### src/rtl/regfile_wb_arbiter_pkg.sv
// regfile_wb_arbiter_pkg: register file geometry and writeback requester indices
package regfile_wb_arbiter_pkg;
  localparam int REGFILE_ADDR_W = 4;
  localparam int REGFILE_DATA_W = 32;
  localparam int NUM_WB_REQ = 2;
  localparam int WB_ALU = 0;
  localparam int WB_LOAD = 1;
  localparam logic [15:0] CNT_MAX = 16'hFFFF;
endpackage

### src/rtl/regfile_wb_arbiter_rr_arb2.sv
// rr_arb2: 2-way round-robin grant generator holding its own last_grant pointer
module rr_arb2
  import regfile_wb_arbiter_pkg::*;
(
  input  logic                  clk,
  input  logic                  rst,
  input  logic [NUM_WB_REQ-1:0] valid,
  output logic [NUM_WB_REQ-1:0] grant
);
  logic last_grant;
  // on a tie the requester that did not win last time is granted
  always_comb begin
    grant[WB_ALU]  = !rst && valid[WB_ALU] && (!valid[WB_LOAD] || last_grant);
    grant[WB_LOAD] = !rst && valid[WB_LOAD] && (!valid[WB_ALU] || !last_grant);
  end
  always_ff @(posedge clk or posedge rst)
    if (rst) last_grant <= 1'b1;
    else if (|grant) last_grant <= grant[WB_LOAD];
endmodule

### src/rtl/regfile_wb_arbiter.sv
// regfile_wb_arbiter: shares the register file write port between ALU and load writeback
module regfile_wb_arbiter
  import regfile_wb_arbiter_pkg::*;
#(
  parameter int ADDR_W = REGFILE_ADDR_W,
  parameter int DATA_W = REGFILE_DATA_W
) (
  input  logic              clk,
  input  logic              rst,
  input  logic              req0_valid,
  input  logic [ADDR_W-1:0] req0_addr,
  input  logic [DATA_W-1:0] req0_data,
  output logic              req0_ready,
  input  logic              req1_valid,
  input  logic [ADDR_W-1:0] req1_addr,
  input  logic [DATA_W-1:0] req1_data,
  output logic              req1_ready,
  output logic [ADDR_W-1:0] rd_addr,
  output logic [DATA_W-1:0] rd_data,
  input  logic              cnt_clr,
  output logic [15:0]       conflict_cnt
);
  logic [NUM_WB_REQ-1:0] grant;
  logic [ADDR_W-1:0] sel_addr;
  logic [DATA_W-1:0] sel_data;
  rr_arb2 u_arb (
    .clk  (clk),
    .rst  (rst),
    .valid({req1_valid, req0_valid}),
    .grant(grant)
  );
  always_comb begin
    req0_ready = grant[WB_ALU];
    req1_ready = grant[WB_LOAD];
    sel_addr   = grant[WB_LOAD] ? req1_addr : req0_addr;
    sel_data   = grant[WB_LOAD] ? req1_data : req0_data;
  end
  // address 0 still flows through, which the register file treats as no write
  always_ff @(posedge clk or posedge rst)
    if (rst) begin
      rd_addr <= '0;
      rd_data <= '0;
    end else begin
      rd_addr <= |grant ? sel_addr : '0;
      if (|grant) rd_data <= sel_data;
    end
  always_ff @(posedge clk or posedge rst)
    if (rst) conflict_cnt <= '0;
    else if (cnt_clr) conflict_cnt <= '0;
    else if (req0_valid && req1_valid && conflict_cnt != CNT_MAX) conflict_cnt <= conflict_cnt + 16'd1;
endmodule

### config.mk
export PLATFORM = sky130hd
export DESIGN_NAME = regfile_wb_arbiter
export DESIGN_NICKNAME = d
export VERILOG_FILES = /design/src/rtl/regfile_wb_arbiter_pkg.sv /design/src/rtl/regfile_wb_arbiter_rr_arb2.sv /design/src/rtl/regfile_wb_arbiter.sv
export SDC_FILE = /design/constraint.sdc
export NUM_CORES = 1
export LEC_CHECK = 0
export ABC_AREA = 1
export ABC_CLOCK_PERIOD_IN_PS = 4880
export BUFFER_PORTS_ARGS = -buffer_cell sky130_fd_sc_hd__buf_2
export CAP_MARGIN = 20
export CELL_PAD_IN_SITES_DETAIL_PLACEMENT = 0
export CELL_PAD_IN_SITES_GLOBAL_PLACEMENT = 1
export CORE_MARGIN = 2
export CORE_UTILIZATION = 34
export DETAILED_ROUTE_END_ITERATION = 12
export GPL_TIMING_DRIVEN = 0
export PLACE_DENSITY_LB_ADDON = 0.08
export SLEW_MARGIN = 20
export SYNTH_ARGS = -nofsm -noshare
export SYNTH_HDL_FRONTEND = slang
export SYNTH_SLANG_ARGS = --single-unit
### constraint.sdc
create_clock -name clk -period 4.88 [get_ports clk]
set_input_delay 0.488 -clock clk [delete_from_list [all_inputs] [get_ports clk]]
set_output_delay 0.488 -clock clk [all_outputs]
set_load 0.02 [all_outputs]
## After elaboration in Yosys (flattened, before gate mapping)

Cells that the tools add are included.

| cells by class | value |
|---|---|
| add/subtract/negate cells | 1 |
| eq/ne operators | 1 |
| mux-type cells | 5 |
| reductions and logical operators | 14 |

Operator list:

| kind | count |
|---|---|
| $mux W16 | 2 |
| $mux W32 | 1 |
| $add A16 B1 Y16 const B | 1 |
| $ne A16 B16 Y1 const B | 1 |
| $mux W4 | 2 |
| $logic_and A1 B1 Y1 | 6 |
| $logic_not A1 Y1 | 4 |
| $logic_or A1 B1 Y1 | 2 |
| $reduce_bool A2 Y1 | 1 |
| $reduce_or A2 Y1 | 1 |

| storage, ports and cells | value |
|---|---|
| register bits after elaboration | 53 |
| bits of input ports | 77 |
| output and inout bits | 54 |
| word-level logic and storage cells | 25 |

## Longest topological paths before layout

| logic depth | value |
|---|---|
| depth in word-level cells | 5 |
| mapped depth | 10 |
| mapped depth without buffers | 9 |

## Cells and area by module

A second synthesis with hierarchy kept.

| second synthesis, totals | value |
|---|---|
| cells, all modules | 347 |
| area total of the unflattened synthesis | 2,758.9 um^2 |

By module, submodules not included:

| module | times used | cells each | area each (um^2) | seq. area each (um^2) |
|---|---|---|---|---|
| regfile_wb_arbiter | 1 | 337 | 2,690.1 | 1,301.2 |
| rr_arb2 | 1 | 10 | 68.8 | 26.3 |

## Least setup slack after synthesis

Ideal clock, no wire load.

| timing | value |
|---|---|
| path kind | input port to output port |
| start | in rst |
| end | out req0_ready |
| arrival time | 2.035 ns |
| data required time | 4.392 ns |
| path slack | 2.357 ns |
| stages on the path | 4 |
| buffers on the path | 1 |
| cells stage by stage | inv_2 nand2_1 clkbuf_1 a21oi_1 |

| on the way | value |
|---|---|
| word-level cells in the longest chain between the ends | 3 |

Ends and longest elaborated chain:

| what | line | source |
|---|---|---|
| start, declared | regfile_wb_arbiter.sv:9 | `input logic rst,` |
| $logic_not A1 Y1 | regfile_wb_arbiter_rr_arb2.sv:13 | `grant[WB_ALU] = !rst && valid[WB_ALU] && (!valid[WB_LOAD] \|\| last_grant);` |
| $logic_and A1 B1 Y1 (2 in a row) | regfile_wb_arbiter_rr_arb2.sv:13 |  |
| end, declared | regfile_wb_arbiter.sv:13 | `output logic req0_ready,` |

Every way passes these cells.

## Worst setup path after layout

| timing | value |
|---|---|
| start | in rst |
| end | out req1_ready |

| on the way | value |
|---|---|
| word-level cells in the longest chain between the ends | 3 |

Ends and longest elaborated chain:

| what | line | source |
|---|---|---|
| $logic_not A1 Y1 | regfile_wb_arbiter_rr_arb2.sv:14 | `grant[WB_LOAD] = !rst && valid[WB_LOAD] && (!valid[WB_ALU] \|\| !last_grant);` |
| $logic_and A1 B1 Y1 (2 in a row) | regfile_wb_arbiter_rr_arb2.sv:14 |  |
| end, declared | regfile_wb_arbiter.sv:17 | `output logic req1_ready,` |

Every way passes these cells.

==> metrics.txt <==
GR Util met3=4.655%; final instance area=roughly 3600 sq um; capture point of the worst reg-to-reg path=conflict_cnt[1]$_DFFE_PP0P_; root buffer cell=sky130_fd_sc_hd__clkbuf_8; worst-skew pair later-pin latency=about 310 ps; remaining antenna violation count after routing=0; Core Area=just under 8000 sq um; initial core utilization=35.34%; fraction of layout cells with a size suffix above 1=30.46%; total gr overflow=0; Slowest cell on crit path=sky130_fd_sc_hd__inv_4; multi-input logic area=around 1300 sq um; num ports=131; Final Hold Fails=0; GR Layer Usage met2=27.92%; post-detailed-placement half-perimeter wirelength=around 6000 um; Fmax=0.3785 GHz; Worst Path Class, Setup=in -> out; hold buffer count at cts=0; slew at the pin closest to its max-slew limit=686.5 ps; most utilized layer in the global route result=met2; placement row count=32; Antenna Cells=0; via count=2895; RR Startpoint=conflict_cnt[1]$_DFFE_PP0P_; DR pass1 iterations=4; TritonCTS buffer count=5; number of standard cells after synthesis=361; Synthesized Nets=439; shortest clock period the worst path allows after layout=2642 ps; vias in the first global route=approximately 2600; unique cell type count in the Yosys netlist=25; Worst path most repeated cell=sky130_fd_sc_hd__buf_2; met1 Usage GRT=27.87%; CTS clk-pin slew, worst paths=around 100 ps; arrival time of the worst setup path=approximately 2200 ps; FF+latch count, synth=53; status=finished clean; count of nets after finishing=between 500 and 600; Period Utilization, post-route=54.15%; Slew HR=54.23%; crit-path cells=buf_2, inv_4, nand3_1, inv_2, clkbuf_1, buf_2; total number of H-tree levels=2; count of filler cells inserted in the layout=approximately 840; Placer Congestion=0.8047; number of design rule violations left after detail routing=0; FF/Latch Area=1328 sq um; CTS max path bufs=2; unrepaired setup endpoints after global routing=false; number of antenna violations at the first check in global routing=0; cts repair resizes=0; wire length of the first global-routing pass=13210 um; endpoint kind of the worst setup timing path=output port; final wirelength=8190 um; number of buffers added on ports=130; worst reg2reg path depth=9; total negative setup slack=0 ps; internal reg-to-reg setup slack=3200 ps; die area=8809 sq um; pins over their slew limit=0; leakage power total=1.886 nW; peak supply drop=between 0.0001 and 0.00015 V; number of setup violations in the final report=0; Cell Pwr Density=293.0 nW/um^2; Setup Fix Bufs, Post-CTS=0; synth-to-layout area growth=32.54%; skew final=between 10 and 15 ps; horizontal die dimension=93.86 um; overall die height=93.86 um; Worst Hold Slack=278.3 ps; total number of clock tree sinks=53; TritonCTS clock tree=yes; number of vias per cell=between 4 and 5; critical path peak fanout=between 50 and 60; final worst slack=~2200 ps; HP Class=in -> async; data required time at the worst endpoint=4390 ps; routed wire length per instance=13.63 um; maxcap violations=0; GRT Resource Usage Total=18.75%; Mapped Area=2745 sq um; Seq/Total Area, Yosys=48.36%; dominant delay contributor by cell family on the critical path=buffers and inverters; maximum single-stage delay on the critical path=approximately 500 ps; buffer and inverter count on the worst path=5; nature of the critical path startpoint=primary input; Yosys Warn Count=0; mean instance size in the synthesized netlist=7.604 sq um; pin count of the biggest net entering global routing=57; worst setup slack before clock tree synthesis=2137 ps; standard cell area after detailed placement=approximately 3500 sq um; detailed router's first-iteration violation count=122
[registers in the layout, indices dropped and copies added (netlist names)]
name              flops
conflict_cnt         16
rd_addr               4
u_arb.last_grant      1
rd_data              32
[worst reg2reg max path, stage by stage (launching register included)]
cell and delay (ps):
sky130_fd_sc_hd__dfrtp_1 430, sky130_fd_sc_hd__ha_1 230, sky130_fd_sc_hd__nand2_2 100, sky130_fd_sc_hd__nor2_4 60
sky130_fd_sc_hd__nand2_4 90, sky130_fd_sc_hd__nor2_4 40, sky130_fd_sc_hd__nor2_2 180, sky130_fd_sc_hd__buf_2 270
sky130_fd_sc_hd__nand3_1 120, sky130_fd_sc_hd__nand2_1 100
[worst max-delay path by stage]
stage / start / to / depth (start not counted)
finish: rst / req1_ready / 6
detailed placement: rst / req1_ready / 6
CTS: rst / req1_ready / 6
global placement: rst / req0_ready / 6
global route: rst / req1_ready / 6
floorplan: rst / req0_ready / 4
[layout by cell type (no fill, tap or decap), types with 2 or more instances in the layout]
master	synthesis	layout
sky130_fd_sc_hd__buf_1	3	3
sky130_fd_sc_hd__nand4_1	9	9
sky130_fd_sc_hd__clkbuf_8	0	5
sky130_fd_sc_hd__nand2_1	65	65
sky130_fd_sc_hd__inv_1	15	15
sky130_fd_sc_hd__nand3_1	49	49
sky130_fd_sc_hd__clkbuf_1	13	13
sky130_fd_sc_hd__dfrtp_1	52	52
sky130_fd_sc_hd__o21ai_0	8	8
sky130_fd_sc_hd__nor2_4	4	4
sky130_fd_sc_hd__buf_2	2	132
sky130_fd_sc_hd__a21oi_1	2	2
sky130_fd_sc_hd__inv_2	3	2
sky130_fd_sc_hd__xor2_1	2	2
sky130_fd_sc_hd__nor2_1	60	60
sky130_fd_sc_hd__o21ai_1	64	64
[report_power, final]
| part | internal (mW) | switching, mW | leakage [nW] |
|---|---|---|---|
| registers | 0.483 | 0.0232 | 0.673 |
| logic | 0.0888 | 0.157 | 1.15 |
| clock network | 0.154 | 0.159 | 0.0585 |
[area by class of cell]
type | instances | share of cell area, %
Tap cell | 102 | 3.508
Clock inverter | 3 | 1.204
Inverter | 18 | 1.926
Timing Repair Buffer | 130 | 17.88
Buffer | 19 | 2.235
Multi-Input combinational cell | 271 | 34.87
Sequential cell | 53 | 36.49
Clock buffer | 5 | 1.891
[metal layers]
layer	wire length (um)	part of all wire, %
met1	3950	48
met2	3616	44
met3	564	6.9
met4	59	0.72
met5	0	0
[synthesized netlist by cell type]
cell	number	area [sq um]
sky130_fd_sc_hd__nor3_1	1	5.000
sky130_fd_sc_hd__dfstp_2	1	26.28
sky130_fd_sc_hd__dfrtp_1	52	1301
sky130_fd_sc_hd__inv_1	15	56.30
sky130_fd_sc_hd__o21bai_1	1	7.510
sky130_fd_sc_hd__nor2_2	1	6.260
sky130_fd_sc_hd__nand4_1	9	56.30
sky130_fd_sc_hd__nand2_4	1	11.26
sky130_fd_sc_hd__xnor2_1	1	8.760
sky130_fd_sc_hd__nand3_1	49	245.2
sky130_fd_sc_hd__ha_1	1	12.51
sky130_fd_sc_hd__buf_6	1	11.26
sky130_fd_sc_hd__nor2_1	60	225.2
sky130_fd_sc_hd__nand3b_1	1	7.510
sky130_fd_sc_hd__a21oi_1	2	10.01
sky130_fd_sc_hd__clkbuf_1	13	48.80
sky130_fd_sc_hd__inv_2	3	11.26
sky130_fd_sc_hd__xor2_1	2	17.52
sky130_fd_sc_hd__nand2_2	1	6.260
sky130_fd_sc_hd__o21ai_1	64	320.3
sky130_fd_sc_hd__nor2_4	4	45.04
sky130_fd_sc_hd__buf_2	2	10.01
sky130_fd_sc_hd__nand2_1	65	244.0
sky130_fd_sc_hd__o21ai_0	8	40.04
sky130_fd_sc_hd__buf_1	3	11.26
[metrics by stage]
stage               power [mW]  cells  util, %
finish                   1.066    601    46.84
global route             1.119    601    46.84
CTS                      1.078    601    46.84
detailed placement      0.7643    593    45.39
global placement        0.7622    593    45.36
floorplan               0.6574    361        -
[logic make-up after synthesis]
| group | Yosys count | synth area share, % |
|---|---|---|
| flops | 53 | 48.36 |
| xor+xnor | 3 | 0.9573 |
| fa+ha+maj | 1 | 0.4557 |
| compound gates | 75 | 13.77 |
| buf+inv | 37 | 5.424 |
| simple gates | 192 | 31.04 |
No activity file was read; power rests on OpenSTA's default activity.
